<file path="src/rtl/phoenix_vc_buffer.sv">
`default_nettype none
// ============================================================================
//  Module      : phoenix_vc_buffer
//  Description : Multi-VC input buffer for a Phoenix-style NoC router port.
//                One circular FIFO per virtual channel, per-VC credits, and a
//                shared IDLE/REQ/SEND controller that picks a VC round-robin,
//                requests routing for its header and streams one whole packet
//                (header, size flit, payload) before releasing the port.
//  Revision    : 1.0 - initial release
// ----------------------------------------------------------------------------
//  Ports
//    clock     in   1         single clock
//    reset     in   1         synchronous, active-low reset
//    rx        in   1         incoming flit valid
//    lane_rx   in   NUM_VC    one-hot VC select of the incoming flit
//    data_in   in   TAM_FLIT  incoming flit
//    credit_o  out  NUM_VC    per-VC credit to upstream
//    h         out  1         routing request for the selected VC header
//    ack_h     in   1         routing granted
//    data_av   out  1         flit available on data
//    data_ack  in   1         downstream consumed the flit on data
//    data      out  TAM_FLIT  head flit of the selected VC
//    vc_sel    out  VW        selected VC index
//    sender    out  1         high while streaming a packet
//    overflow  out  1         pulse while an incoming flit is being dropped
// ============================================================================
module phoenix_vc_buffer #(
    parameter int TAM_FLIT   = 16,
    parameter int TAM_BUFFER = 8,
    parameter int NUM_VC     = 2,
    localparam int VW        = $clog2(NUM_VC)
) (
    input  logic                clock,
    input  logic                reset,
    input  logic                rx,
    input  logic [NUM_VC-1:0]   lane_rx,
    input  logic [TAM_FLIT-1:0] data_in,
    output logic [NUM_VC-1:0]   credit_o,
    output logic                h,
    input  logic                ack_h,
    output logic                data_av,
    input  logic                data_ack,
    output logic [TAM_FLIT-1:0] data,
    output logic [VW-1:0]       vc_sel,
    output logic                sender,
    output logic                overflow
);

    localparam int PW  = $clog2(TAM_BUFFER);
    localparam int CW  = PW + 1;
    localparam int VW1 = VW + 1;

    localparam logic [CW-1:0] C_FULL = CW'(TAM_BUFFER);

    localparam logic [1:0] S_IDLE = 2'd0;
    localparam logic [1:0] S_REQ  = 2'd1;
    localparam logic [1:0] S_SEND = 2'd2;

    // Flit position within the packet: 0 = header, 1 = size, 2 = payload
    localparam logic [1:0] F_HDR  = 2'd0;
    localparam logic [1:0] F_SIZE = 2'd1;
    localparam logic [1:0] F_PAY  = 2'd2;

    logic [TAM_FLIT-1:0] mem_q    [NUM_VC][TAM_BUFFER];
    logic [PW-1:0]       rd_ptr_q [NUM_VC];
    logic [PW-1:0]       wr_ptr_q [NUM_VC];
    logic [CW-1:0]       count_q  [NUM_VC];

    logic [NUM_VC-1:0]   push;
    logic [NUM_VC-1:0]   pull;
    logic [NUM_VC-1:0]   full;
    logic [NUM_VC-1:0]   nonempty;
    logic                lane_ok;
    logic                drop;

    logic [1:0]          state_q, state_d;
    logic [VW-1:0]       vc_sel_q, vc_sel_d;
    logic [VW-1:0]       rr_ptr_q, rr_ptr_d;
    logic [1:0]          fidx_q, fidx_d;
    logic [TAM_FLIT-1:0] rem_q, rem_d;

    logic [VW-1:0]       vc_next;
    logic [VW:0]         cand_sum;
    logic                found;
    logic [TAM_FLIT-1:0] head;
    logic                pull_sel;
    logic                pkt_end;

    // ------------------------------------------------------------------
    // Per-VC push/pull/credit decode
    // ------------------------------------------------------------------
    assign lane_ok = (lane_rx != '0) && ((lane_rx & (lane_rx - NUM_VC'(1))) == '0);

    always_comb begin
        drop = 1'b0;
        for (int v = 0; v < NUM_VC; v++) begin
            full[v]     = (count_q[v] == C_FULL);
            nonempty[v] = (count_q[v] != '0);
            pull[v]     = (state_q == S_SEND) && data_ack && nonempty[v] &&
                          (vc_sel_q == VW'(v));
            // A full VC still accepts a flit when its head leaves this cycle.
            push[v]     = rx && lane_ok && lane_rx[v] && (!full[v] || pull[v]);
            drop        = drop | (rx && lane_ok && lane_rx[v] && full[v] && !pull[v]);
            credit_o[v] = !full[v] || pull[v] || !reset;
        end
    end

    assign overflow = drop && reset;
    assign pull_sel = |pull;
    assign head     = mem_q[vc_sel_q][rd_ptr_q[vc_sel_q]];

    // ------------------------------------------------------------------
    // FIFO storage and pointers
    // ------------------------------------------------------------------
    always_ff @(posedge clock) begin
        for (int v = 0; v < NUM_VC; v++) begin
            if (push[v]) begin
                mem_q[v][wr_ptr_q[v]] <= data_in;
            end
        end
    end

    always_ff @(posedge clock) begin
        if (!reset) begin
            for (int v = 0; v < NUM_VC; v++) begin
                rd_ptr_q[v] <= '0;
                wr_ptr_q[v] <= '0;
                count_q[v]  <= '0;
            end
        end else begin
            for (int v = 0; v < NUM_VC; v++) begin
                if (push[v]) begin
                    wr_ptr_q[v] <= wr_ptr_q[v] + PW'(1);
                end
                if (pull[v]) begin
                    rd_ptr_q[v] <= rd_ptr_q[v] + PW'(1);
                end
                case ({push[v], pull[v]})
                    2'b10:   count_q[v] <= count_q[v] + CW'(1);
                    2'b01:   count_q[v] <= count_q[v] - CW'(1);
                    default: count_q[v] <= count_q[v];
                endcase
            end
        end
    end

    // ------------------------------------------------------------------
    // Round-robin pick: first non-empty VC at or after rr_ptr, wrapping
    // ------------------------------------------------------------------
    always_comb begin
        found    = 1'b0;
        vc_next  = rr_ptr_q;
        cand_sum = '0;
        for (int i = 0; i < NUM_VC; i++) begin
            cand_sum = {1'b0, rr_ptr_q} + VW1'(i);
            if (cand_sum >= VW1'(NUM_VC)) begin
                cand_sum = cand_sum - VW1'(NUM_VC);
            end
            if (!found && nonempty[cand_sum[VW-1:0]]) begin
                found   = 1'b1;
                vc_next = cand_sum[VW-1:0];
            end
        end
    end

    // Packet ends on the last payload pull, or on the size pull when S = 0.
    assign pkt_end = pull_sel &&
                     (((fidx_q == F_SIZE) && (head == '0)) ||
                      ((fidx_q == F_PAY)  && (rem_q == TAM_FLIT'(1))));

    // ------------------------------------------------------------------
    // FSM: state register
    // ------------------------------------------------------------------
    always_ff @(posedge clock) begin
        if (!reset) begin
            state_q <= S_IDLE;
        end else begin
            state_q <= state_d;
        end
    end

    // FSM: next state
    always_comb begin
        state_d = state_q;
        case (state_q)
            S_IDLE:  if (|nonempty) state_d = S_REQ;
            S_REQ:   if (ack_h)     state_d = S_SEND;
            S_SEND:  if (pkt_end)   state_d = S_IDLE;
            default: state_d = S_IDLE;
        endcase
    end

    // FSM: outputs (forced inactive while reset is held)
    always_comb begin
        h       = (state_q == S_REQ)  && reset;
        sender  = (state_q == S_SEND) && reset;
        data_av = (state_q == S_SEND) && nonempty[vc_sel_q] && reset;
        data    = head;
        vc_sel  = vc_sel_q;
    end

    // ------------------------------------------------------------------
    // VC selection, round-robin pointer and packet framing counters
    // ------------------------------------------------------------------
    always_comb begin
        vc_sel_d = vc_sel_q;
        rr_ptr_d = rr_ptr_q;
        fidx_d   = fidx_q;
        rem_d    = rem_q;
        if ((state_q == S_IDLE) && (|nonempty)) begin
            vc_sel_d = vc_next;
        end
        if (pkt_end) begin
            rr_ptr_d = (vc_sel_q == VW'(NUM_VC - 1)) ? '0 : vc_sel_q + VW'(1);
            fidx_d   = F_HDR;
            rem_d    = '0;
        end else if (pull_sel) begin
            case (fidx_q)
                F_HDR:   fidx_d = F_SIZE;
                F_SIZE: begin
                    fidx_d = F_PAY;
                    rem_d  = head;
                end
                default: rem_d = rem_q - TAM_FLIT'(1);
            endcase
        end
    end

    always_ff @(posedge clock) begin
        if (!reset) begin
            vc_sel_q <= '0;
            rr_ptr_q <= '0;
            fidx_q   <= F_HDR;
            rem_q    <= '0;
        end else begin
            vc_sel_q <= vc_sel_d;
            rr_ptr_q <= rr_ptr_d;
            fidx_q   <= fidx_d;
            rem_q    <= rem_d;
        end
    end

endmodule
`default_nettype wire

</file>
<file path="config.mk">
export PLATFORM = sky130hd
export DESIGN_NAME = phoenix_vc_buffer
export DESIGN_NICKNAME = d
export VERILOG_FILES = /design/src/rtl/phoenix_vc_buffer.sv
export SDC_FILE = /design/constraint.sdc
export NUM_CORES = 1
export LEC_CHECK = 0
export ABC_CLOCK_PERIOD_IN_PS = 5700
export BUFFER_PORTS_ARGS = -buffer_cell sky130_fd_sc_hd__clkbuf_2
export CAP_MARGIN = 25
export CORE_UTILIZATION = 30
export CTS_CLUSTER_DIAMETER = 30
export DETAILED_ROUTE_END_ITERATION = 8
export SETUP_SLACK_MARGIN = 0.15
export SLEW_MARGIN = 5
export SYNTH_ARGS = -nofsm -noshare
export SYNTH_HDL_FRONTEND = slang
export SYNTH_SLANG_ARGS = --single-unit
</file>
<file path="constraint.sdc">
create_clock -name clock -period 5.7 [get_ports clock]
set_input_delay 1.14 -clock clock [delete_from_list [all_inputs] [get_ports clock]]
set_output_delay 1.14 -clock clock [all_outputs]
set_load 0.1 [all_outputs]
</file>
==> results.toml, run 1 <==
[clock_network]
clock_latency_ns = 0.58
cts_tree = "built"
cts_hold_buf = 0
clock_tree.root_cell = "clkbuf_16"
htree_levels = 2
cts_resized = 0
postCtsSetupRepairBufs = 0
cts_made_buffers = 59
ctsLongestPathBuffers = 3
cts_sinks = 299
clkTransAtPathRegs_ns = 0.04

[floorplan]
initial_core_util = 0.3064
ioPinCount = 46
dieArea_um2 = 43960
die_w_um = 209.7
core_area_um2 = 42230
fp-row-count = 75
die_height_um = 209.7

[synthesis]
synth-edff-count = 276
synthFlopType = "edfxtp_1"
synth_area_um2 = 12940
ys_seq_elements = 299
avgSynthCellArea_um2 = 15.08
ys_seq_area_frac = 0.6762
yosysWarnings = 0
synth.net_count = 896
synth_cell_type_count = 68
synth_cells = 858
async_reset_ff_frac = 0

[placed_design]
place_inst = 1424
place_ws_ns = 1.275
gp_congestion = 0.8336
dpl.hpwl_um = 19330
portBuffers = 45

[setup_path]
critPathSlowestCell = "nor4_2"
arrival_ns = 3.90
cpMostUsedCell = "buf_4"
cp_max_fo = 21
crit_chain = "buf_4 -> or3b_1 -> o22ai_1 -> nor4_2 -> buf_4 -> inv_1 -> clkbuf_2"
slowest_delay_ns = 0.84
end_kind = "output port"
critPathKind = "reg -> out"
cp.required_ns = 4.56
start_kind = "flip-flop"

[job]
maxCapViolations = 0

[global_route]
antenna_found_initial = 1
grt_max_degree = 38
grt_pass1_wl_um = 48470
top_usage_layer = "met2"
grt_pass1_vias = 7831
grt.met1_usage = 0.1972
groute.usage.overall = 0.1471
grt_overflow = 0
met2_usage = 0.2382
grt_use_met3 = 0.03531

[timing]
report.final.slew_viol_count = 0
relSlewSlack = 0.3535
setup_viol = 0
setup_tns_ns = 0
rsz0062_at_grt = "no"
finalHoldViolations = 0
fin_crit_sh = 0.8846
clock_skew_ns = 0.02586
fmax_mhz = 198.3
min_period_ns = 5.042
tightest_slew_ns = 0.9608
worst_slack_ns = 0.6576

[pwr]
p_leak_nw = 5.577
cellPowerDensity_nw_per_um2 = 402.2
p_int_w = 0.004983
vdd_drop_max_uv = 211.7
netSwitchingPower_w = 0.001429
p_clk_frac = 0.551
combPwrFrac = 0.065
seqPwrFrac = 0.384
swShare = 0.2229
finalPower_w = 0.006413

[final_layout]
fin_cells = 1536
n_fill_cell = 3947
final_nets = 986
layout_commonest_cell = "edfxtp_1"
most-common-layout-cells = "edfxtp_1, mux2i_1, clkbuf_16, nor2_1, clkbuf_2"
layout-drive-gt1-share = 0.2219
syn2layout_area_growth_pct = 23.25

[route]
post_drt_wl_per_cell_um = 20.95
routed_wl_um = 32180
via_per_inst = 5.095
drc = 0
drt_iter0_drc = 756
antenna_left = 0
num_vias = 7826
drt-pass1-iter-count = 5

[worst_hold_path]
hold_path_class = "reg -> reg"

[status]
outcome = "finished clean"
-- stage by stage --
| step | utilization | instance area [um^2] | hold WS (ns) |
|---|---|---|---|
| finish | 0.3776 | 15950 | 0.5181 |
| floorplan | - | 12940 | 0.4928 |
| detailed placement | 0.3274 | 13820 | 0.5109 |
| global route | 0.3775 | 15940 | 0.5493 |
| global placement | 0.3272 | 13820 | 0.5116 |
| CTS | 0.3767 | 15910 | 0.5209 |
-- metal layers --
| layer | up-vias | wire length [um] | part of all wire |
|---|---|---|---|
| met5 | - | 0 | 0 |
| li1 | 3566 | - | - |
| met1 | 3936 | 14270 | 0.44 |
| met3 | 44 | 2242 | 0.070 |
| met4 | 0 | 559 | 0.017 |
| met2 | 280 | 15100 | 0.47 |
-- final cells by class --
cell class                 instances  area (um^2)  area share
sequential                       299         8748      0.5487
inverter                          23        86.33    0.005414
antenna                            1        2.502   0.0001569
clock inverter                    28        420.4     0.02637
tap                              539        674.4     0.04229
multi-input combinational        492         3882      0.2435
clock buffer                      81         1663      0.1043
timing repair buffer              73        467.9     0.02935
-- state kept, by name (all words and copies together) (netlist names), named ones only --
register / flops
vc_sel: 1
rd_ptr_q: 6
fidx_q: 2
wr_ptr_q: 6
rem_q: 16
state_q: 2
count_q: 8
rr_ptr_q: 1
mem_q: 256
-- critical path: cells and delay by family, from the launching register on --
| kind | cells | cell delay (ns) |
|---|---|---|
| and+or+nand+nor | 2 | 1.31 |
| AOI/OAI and AO/OA | 1 | 0.18 |
| DFF | 1 | 0.83 |
| buffers and inverters | 4 | 1.00 |
-- power by group through the flow --
stage                     Sequential (W)  Combinational [W]  Clock [W]
after global placement           0.00250           0.000406          0
final                            0.00246           0.000416    0.00353
after floorplan                  0.00249           0.000307          0
after global routing             0.00246           0.000443    0.00368
after detailed placement         0.00250           0.000411          0
after CTS                        0.00247           0.000413    0.00358
-- Yosys cell counts (9+ instances only) --
cell type | n | area [um^2]
edfxtp_1 | 276 | 8288
mux2i_1 | 97 | 970.9
nor2_1 | 54 | 202.7
nand2_1 | 43 | 161.4
o22ai_1 | 30 | 187.7
dfxtp_1 | 23 | 460.4
inv_1 | 23 | 86.33
a21oi_1 | 22 | 110.1
o21ai_0 | 22 | 110.1
mux4_2 | 21 | 473.0
nor3_1 | 20 | 100.1
clkbuf_1 | 19 | 71.32
ha_1 | 14 | 175.2
buf_6 | 13 | 146.4
nand3_1 | 12 | 60.06
nor2b_1 | 11 | 68.82
nor3_2 | 10 | 100.1
nor3b_1 | 10 | 75.07
nor4_1 | 10 | 62.56
a22oi_1 | 9 | 67.56
-- cells by family (layout without fill, tap and decap cells) --
family	after synthesis	after routing	share of synthesized area
flops	299	299	0.6762
fa+ha+maj	15	15	0.01509
xor+xnor	9	9	0.006093
mux	120	120	0.1138
simple gates	220	220	0.09565
compound gates	128	128	0.06432
other cells	0	1	0
buf+inv	67	205	0.02882
-- worst paths after layout --
check                         startpoint                      to  slack (ns)  depth (start not counted)
setup / recovery               flip-flop                data[12]        0.66                          7
setup reg to reg               flip-flop   rem_q[5]$_SDFFE_PP0P_        1.41                          8
hold / removal    rem_q[11]$_SDFFE_PP0P_  rem_q[11]$_SDFFE_PP0P_        0.52                          2
hold reg to reg   rem_q[11]$_SDFFE_PP0P_  rem_q[11]$_SDFFE_PP0P_        0.52                          2
No activity file was read; power rests on OpenSTA's default activity.
==> inputs of run 2 (changes only) <==
Settings changed: CORE_ASPECT_RATIO from default to 0.9.
==> results.toml, run 2 (synthesis results as in run 1) <==
[status]
outcome = "complete, but fails checks"
violations = "DRC"

[clock_network]
htree_levels = 3
clock_tree.root_cell = "clkbuf_16"
cts_hold_buf = 0
cts_resized = 0
clkTransAtPathRegs_ns = 0.04
cts_tree = "built"
cts_sinks = 299
postCtsSetupRepairBufs = 0
clock_latency_ns = 0.58
cts_made_buffers = 70
ctsLongestPathBuffers = 3

[setup_path]
cp_num_buf_inv = 1
ff2ff_path_depth = 9
critPathKind = "reg -> out"
timing.rr.start = "rd_ptr_q[1][0]$_SDFFCE_PN0P_"
start_kind = "flip-flop"
r2r-end = "rem_q[5]$_SDFFE_PP0P_"
rrSetupSlack_ns = 1.60
cp.required_ns = 4.56
crit_chain = "mux2i_1 -> mux4_2 -> mux2i_1 -> clkbuf_2"
cpMostUsedCell = "mux2i_1"
critPathSlowestCell = "dfxtp_1"
slowest_delay_ns = 0.84
cp_max_fo = 21
end_kind = "output port"
arrival_ns = 3.70
crit_family = "multiplexers"

[pwr]
swShare = 0.2421
p_leak_nw = 5.665
vdd_drop_max_uv = 184.4
combPwrFrac = 0.061
netSwitchingPower_w = 0.001633
seqPwrFrac = 0.365
p_int_w = 0.005110
p_clk_frac = 0.574
cellPowerDensity_nw_per_um2 = 416.8

[route]
drt_iter0_drc = 736
post_drt_wl_per_cell_um = 20.92
via_per_inst = 5.053
num_vias = 7893
antenna_left = 0
drt-pass1-iter-count = 7
routed_wl_um = 32680
drc = 4

[timing]
worst_slack_ns = 0.8577
tightest_slew_ns = 1.029
finalHoldViolations = 0
report.final.slew_viol_count = 0
fmax_mhz = 206.5
rsz0062_at_grt = "no"
setup_viol = 0
setup_tns_ns = 0
fin_crit_sh = 0.8495
relSlewSlack = 0.3116
clock_skew_ns = 0.04632
min_period_ns = 4.842

[global_route]
grt_pass1_wl_um = 48930
grt_pass1_vias = 7813
grt_max_degree = 62
antenna_found_initial = 0
groute.usage.overall = 0.1503
grt_overflow = 0

[final_layout]
syn2layout_area_growth_pct = 25.03
seq_area_um2 = 8748
largest_reg_flops = 256
final_nets = 996
layout-drive-gt1-share = 0.2335
n_fill_cell = 3849
n_antenna_cell = 0
layout_commonest_cell = "edfxtp_1"
most-common-layout-cells = "edfxtp_1, mux2i_1, clkbuf_16, nor2_1, clkbuf_2"
multi_input_area_um2 = 3876
final_util = 0.3833

[floorplan]
die_w_um = 220.9
fp-row-count = 71
ioPinCount = 46
core_area_um2 = 42200
initial_core_util = 0.3066
die_height_um = 199.0
dieArea_um2 = 43960

[job]
maxCapViolations = 0

[worst_hold_path]
hold-path-cell-count = 2
min_from = "rem_q[3]$_SDFFE_PP0P_"
hold_path_class = "reg -> reg"
min_to = "rem_q[3]$_SDFFE_PP0P_"

[placed_design]
dpl.hpwl_um = 19320
portBuffers = 45
gp_congestion = 0.8223
place_ws_ns = 1.453
run 2: changes by cell type in the layout (fill, tap and decap cells not counted), sizes merged:
cell,delta
bufinv,-3
buf,-1
clkinvlp,+6
inv,+3
clkbuf,+1
clkinv,+13
diode,-1
run 2: routing by layer:
layer | track usage | share of wire | wire [um]
met3 | 0.04210 | 0.067 | 2204
met1 | 0.1962 | 0.45 | 14690
met5 | 0 | 0 | 0
met2 | 0.2377 | 0.46 | 15040
met4 | 0.05698 | 0.023 | 737
run 2: cell type report:
| cell class | count | share of cell area |
|---|---|---|
| inverter | 23 | 0.005337 |
| sequential | 299 | 0.5408 |
| multi-input combinational | 492 | 0.2396 |
| tap | 547 | 0.04231 |
| clock buffer | 82 | 0.1117 |
| timing repair buffer | 72 | 0.02816 |
| clock inverter | 47 | 0.03202 |
run 2: worst register-to-register path: stages, from the launching register on:
cell and delay, ns:
edfxtp_1 0.32, buf_4 0.53, buf_4 0.51, mux2i_1 0.26, o22ai_1 0.11, or4_1 0.66, nor4_2 0.29, nand4bb_2 0.26
nor3_4 0.84, nor3_1 0.12
run 2: metrics by stage:
| step | cells | total power (W) | cell area [um^2] | hold WS, ns |
|---|---|---|---|---|
| 6_report | 1562 | 0.006743 | 16180 | 0.5501 |
| 5_1_grt | 1562 | 0.006929 | 16180 | 0.5769 |
| 4_1_cts | 1562 | 0.006792 | 16180 | 0.5460 |
| 3_5_place_dp | 1433 | 0.002913 | 13850 | 0.5380 |
| 3_3_place_gp | 1431 | 0.002906 | 13820 | 0.5043 |
| 2_1_floorplan | 858 | 0.002794 | 12940 | 0.4928 |
run 2: power by group through the flow:
stage / clock network (W) / logic [W] / registers (W)
5_1_grt: 0.00403 / 0.000440 / 0.00246
4_1_cts: 0.00392 / 0.000415 / 0.00246
3_5_place_dp: 0 / 0.000413 / 0.00250
2_1_floorplan: 0 / 0.000307 / 0.00249
6_report: 0.00387 / 0.000414 / 0.00246
3_3_place_gp: 0 / 0.000408 / 0.00250
run 2: how the worst max path moves through the flow:
stage | slack (ns) | end | depth (start not counted) | from
4_1_cts | 0.90 | data[3] | 4 | flip-flop
3_5_place_dp | 1.45 | count_q[1][3]$_DFFE_PP_ | 11 | data_ack
6_report | 0.86 | data[3] | 4 | flip-flop
2_1_floorplan | 0.54 | overflow | 5 | data_ack
5_1_grt | 0.71 | data[3] | 4 | flip-flop
3_3_place_gp | 1.52 | count_q[1][3]$_DFFE_PP_ | 11 | data_ack
